<file path="src/rtl/int_to_float_seq.sv">
// Sequential integer to floating-point converter: accept, normalise one bit per
// cycle, round half-up on a single guard bit, saturate the exponent, then hold.
module int_to_float_seq #(
  parameter int IN_W   = 12,
  parameter int EXP_W  = 3,
  parameter int MAN_W  = 4,
  parameter int SIGNED = 1
) (
  input  logic             clk,
  input  logic             rst,
  input  logic             in_valid,
  output logic             in_ready,
  input  logic [IN_W-1:0]  D,
  output logic             out_valid,
  input  logic             out_ready,
  output logic             S,
  output logic [EXP_W-1:0] E,
  output logic [MAN_W-1:0] F
);

  // Two spare bits: the counter must reach E_MAX+1 and then take a rounding carry.
  localparam int CNT_W = EXP_W + 2;
  localparam logic [CNT_W-1:0] E_MAX  = CNT_W'((1 << EXP_W) - 1);
  localparam logic [CNT_W-1:0] E_INIT = CNT_W'(IN_W - MAN_W);

  typedef enum logic [1:0] {IDLE, NORM, ROUND, DONE} state_t;

  state_t                   r_state;
  state_t                   w_next;
  logic [IN_W-1:0]          r_sh;
  logic [CNT_W-1:0]         r_e;
  logic                     r_sign;
  logic                     r_out_valid;
  logic                     r_s;
  logic [EXP_W-1:0]         r_eo;
  logic [MAN_W-1:0]         r_f;

  logic                     w_accept;
  logic                     w_neg;
  logic                     w_norm_done;
  logic [IN_W-1:0]          w_mag;
  logic [MAN_W:0]           w_rnd;
  logic [CNT_W-1:0]         w_e_rnd;
  logic [EXP_W+MAN_W-1:0]   w_sat;

  // Returns {carry, mantissa}; on carry the mantissa renormalises to 100..0.
  function automatic logic [MAN_W:0] round_half_up(input logic [MAN_W-1:0] m,
                                                   input logic g);
    logic [MAN_W:0] sum;
    sum = {1'b0, m} + {{MAN_W{1'b0}}, g};
    if (sum[MAN_W])
      sum = {1'b1, MAN_W'(1) << (MAN_W - 1)};
    return sum;
  endfunction

  function automatic logic [EXP_W+MAN_W-1:0] saturate(input logic [CNT_W-1:0] e,
                                                      input logic [MAN_W-1:0] m);
    if (e > E_MAX)
      return {{EXP_W{1'b1}}, {MAN_W{1'b1}}};
    return {e[EXP_W-1:0], m};
  endfunction

  assign in_ready    = (r_state == IDLE) & ~rst;
  assign w_accept    = in_valid & in_ready;
  assign w_neg       = (SIGNED != 0) && D[IN_W-1];
  // The most negative input negates to 100..0, which is its correct magnitude.
  assign w_mag       = w_neg ? (~D + IN_W'(1)) : D;
  assign w_norm_done = r_sh[IN_W-1] | (r_e == '0);
  assign w_rnd       = round_half_up(r_sh[IN_W-1 -: MAN_W], r_sh[IN_W-MAN_W-1]);
  assign w_e_rnd     = r_e + CNT_W'(w_rnd[MAN_W]);
  assign w_sat       = saturate(w_e_rnd, w_rnd[MAN_W-1:0]);

  always_comb begin
    w_next = r_state;
    case (r_state)
      IDLE:    if (w_accept)    w_next = NORM;
      NORM:    if (w_norm_done) w_next = ROUND;
      ROUND:                    w_next = DONE;
      DONE:    if (out_ready)   w_next = IDLE;
      default:                  w_next = IDLE;
    endcase
  end

  always_ff @(posedge clk) begin
    if (rst) r_state <= IDLE;
    else     r_state <= w_next;
  end

  always_ff @(posedge clk) begin
    if (rst) begin
      r_sh        <= '0;
      r_e         <= '0;
      r_sign      <= 1'b0;
      r_out_valid <= 1'b0;
      r_s         <= 1'b0;
      r_eo        <= '0;
      r_f         <= '0;
    end else begin
      case (r_state)
        IDLE: if (w_accept) begin
          r_sign <= w_neg;
          r_sh   <= w_mag;
          r_e    <= E_INIT;
        end
        NORM: if (!w_norm_done) begin
          r_sh <= {r_sh[IN_W-2:0], 1'b0};
          r_e  <= r_e - CNT_W'(1);
        end
        ROUND: begin
          r_s         <= r_sign;
          r_eo        <= w_sat[EXP_W+MAN_W-1:MAN_W];
          r_f         <= w_sat[MAN_W-1:0];
          r_out_valid <= 1'b1;
        end
        DONE: if (out_ready) r_out_valid <= 1'b0;
        default: ;
      endcase
    end
  end

  assign out_valid = r_out_valid;
  assign S         = r_s;
  assign E         = r_eo;
  assign F         = r_f;

endmodule

</file>
<file path="config.mk">
export PLATFORM = sky130hd
export DESIGN_NAME = int_to_float_seq
export DESIGN_NICKNAME = d
export VERILOG_FILES = /design/src/rtl/int_to_float_seq.sv
export SDC_FILE = /design/constraint.sdc
export NUM_CORES = 1
export LEC_CHECK = 0
export BUFFER_PORTS_ARGS = -buffer_cell sky130_fd_sc_hd__buf_2
export CELL_PAD_IN_SITES_DETAIL_PLACEMENT = 0
export CELL_PAD_IN_SITES_GLOBAL_PLACEMENT = 1
export CORE_UTILIZATION = 42
export CTS_CLUSTER_DIAMETER = 120
export CTS_CLUSTER_SIZE = 16
export DETAILED_ROUTE_END_ITERATION = 10
export GPL_ROUTABILITY_DRIVEN = 0
export HOLD_SLACK_MARGIN = 0.1
export PLACE_DENSITY = 0.9
export SKIP_CTS_REPAIR_TIMING = 1
export SYNTH_ARGS = -nofsm -noshare
export SYNTH_HDL_FRONTEND = slang
export SYNTH_SLANG_ARGS = --single-unit
</file>
<file path="constraint.sdc">
create_clock -name clk -period 2.6 [get_ports clk]
set_input_delay 0.26 -clock clk [delete_from_list [all_inputs] [get_ports clk]]
set_output_delay 0.26 -clock clk [all_outputs]
set_load 0.02 [all_outputs]
</file>
==> metrics.txt <==
status finished clean; Seq/Total Area, Yosys 0.3389; average cell area after synthesis 8.235 um2; Final nets 259; Area contributors post-synth dfxtp_1 (34%), ha_1 (8.0%), a21oi_1 (5.8%), nand2_1 (4.6%), xnor2_1 (4.6%); Reg-to-Reg Start r_sh[7]$_SDFFE_PP0P_; share of layout cells above drive strength 1 0.1888; endpoint class of the critical path flip-flop; Die Y 65.86 um; period utilisation layout 0.8529; largest family of logic cells by synthesized area compound AO/OA/AOI/OAI gates; Yosys reg bits 29; fill count 382; largest net degree at the start of global routing 32; Max-slew headroom 0.6362; RSZ-0062 raised after global routing false; Initial Util 0.4509; I/O Buffers 25; number of global-route vias before repair 1332; TNS Setup 0 ns; Worst Hold Class input port to flip-flop; HPWL after detailed placement 2463 um; Total Power 2.130 mW; compound-cell area share of the yosys netlist 0.2330; drt initial violations 80; WL/cell around 12 um; max cap viols 0; CTS tree built; post-route DRC violation count 0; CTS buffer count 5; n_diodes 0; final antenna-violating net count 0; H-tree depth 2; pins over their slew limit 0; Pleak 0.8090 nW; hold path startpoint in_valid; clock sinks 29; Top FF cell, synth dfxtp_1; I/O pins 26; type of the worst setup path flip-flop to flip-flop; DP Worst Slack 0.3770 ns; row cnt 22; Adder-Cell Fraction of Synth Area 0.08035; gr ovfl total 0; most frequent cells in the layout dfxtp_1 (29), buf_2 (25), nand2_1 (21); first-pass GRT wire length 5954 um; Max VDD drop 514.0 uV; area share of the largest cell type after synthesis 0.3389; Max Clk Rate approximately 450 MHz; area leader, netlist dfxtp_1; Die Width 65.86 um; Reg clk slew, reported paths 0.06 ns; final WL between 3000 and 4000 um; clk_lat worst skew 0.28 ns; Worst-Margin Slew 0.5457 ns; via/cell ratio about 5.2; Post-Syn Instances 208; crit-path max FO 7; final hold vios 0; required time of the critical path 2.74 ns; Setup Viol. Count Final 0; initial antenna violation count 0; Synth cell types between 40 and 50; worst reg-to-reg path cell count 10; multiplexer share of the synthesized area 0.02995; YS warnings 0; Synth Area in XOR/XNOR 0.06136; Clock Skew ~0.0019 ns; root buffer cell clkbuf_8; Vias between 1000 and 1500; total die area 0.004338 mm2; Post-synth EDFFs 0; All-Layer GR Usage 0.1828; Synth Net Count 235; core footprint 0.003799 mm2; Worst Setup SP r_sh[7]$_SDFFE_PP0P_; hold path depth 3; pwr dens 1081 mW/mm2; post-layout min period 2.218 ns; Max Buffers Root-to-Sink 2; DRT Pass-1 Iters 4; area grow syn2layout 15.05%; post-synthesis cell area 0.001713 mm2; WP data arrival approximately 2.4 ns; Final WS setup 0.3825 ns; commonest non-fill, non-tap cell in the layout dfxtp_1; post-synthesis simple-gate area fraction 0.1936; Async SR Flop Fraction 0; startpoint class of the critical path flip-flop
## flip-flops by register name (all words and copies together) (netlist names)
register	count
r_sh	12
F	4
S	1
r_state	2
out_valid	1
E	3
r_sign	1
r_e	5
## critical path: stages, from the launching register on
cell and delay [ns]:
dfxtp_1 0.32, ha_1 0.21, ha_1 0.22, nand3_1 0.13, inv_1 0.05, ha_1 0.19
ha_1 0.22, xnor2_1 0.14, a31oi_1 0.09, nor2b_1 0.36, a211oi_1 0.14
## synth_stat cells, types with 4 or more instances
| library cell | instances |
|---|---|
| o21ai_0 | 7 |
| nand3_1 | 5 |
| nor3_1 | 7 |
| mux2i_1 | 4 |
| inv_1 | 16 |
| xnor2_1 | 9 |
| nand2_1 | 21 |
| a211oi_1 | 8 |
| ha_1 | 11 |
| clkbuf_1 | 7 |
| a21oi_1 | 20 |
| nor2_1 | 17 |
| nand2b_1 | 7 |
| dfxtp_1 | 29 |
## cell families (layout without fill, tap and decap cells)
| logic type | after synthesis | after routing |
|---|---|---|
| buffers and inverters | 27 | 52 |
| and+or+nand+nor | 69 | 69 |
| muxes | 5 | 5 |
| adders and majority gates | 11 | 11 |
| xor gates and xnor gates | 12 | 12 |
| AOI/OAI and AO/OA | 55 | 55 |
| DFF | 29 | 29 |
## routing by layer
metal,global-route usage,up-vias,part of all wire
met1,0.2252,667,0.51
li1,-,777,-
met5,0,-,0
met2,0.2857,20,0.44
met4,0.1005,0,0.018
met3,0.04828,5,0.036
## worst paths after layout
path                          end  slack, ns
max             E[1]$_SDFFE_PP0P_       0.38
min           r_sign$_SDFFE_PP0P_       0.27
max reg2reg     E[1]$_SDFFE_PP0P_       0.38
min reg2reg  r_sh[3]$_SDFFE_PP0P_       0.45
## cell type report
type                            count  area, um2  share of cell area
Tap cell                           48      60.06             0.03048
Clock buffer                        7      96.34             0.04889
Timing Repair Buffer               27      140.1             0.07111
Sequential cell                    29      580.6              0.2946
Inverter                           17      63.81             0.03238
Multi-Input combinational cell    152       1025              0.5200
Clock inverter                      1      5.005            0.002540
## stage by stage
| stage | hold slack, ns | instances | util | cell area, um2 |
|---|---|---|---|---|
| 6_report | 0.2723 | 281 | 0.5188 | 1971 |
| 5_1_grt | 0.2976 | 281 | 0.5188 | 1971 |
| 4_1_cts | 0.2616 | 281 | 0.5188 | 1971 |
| 3_5_place_dp | 0.4416 | 273 | 0.4921 | 1869 |
| 3_3_place_gp | 0.4402 | 273 | 0.4921 | 1869 |
| 2_1_floorplan | 0.4119 | 208 | - | 1713 |
## where the power goes
part	internal [mW]	switching, mW
Sequential	0.606	0.109
Combinational	0.395	0.614
Clock	0.239	0.168
Total	1.24	0.891
Power figures use the tool's default switching activity.
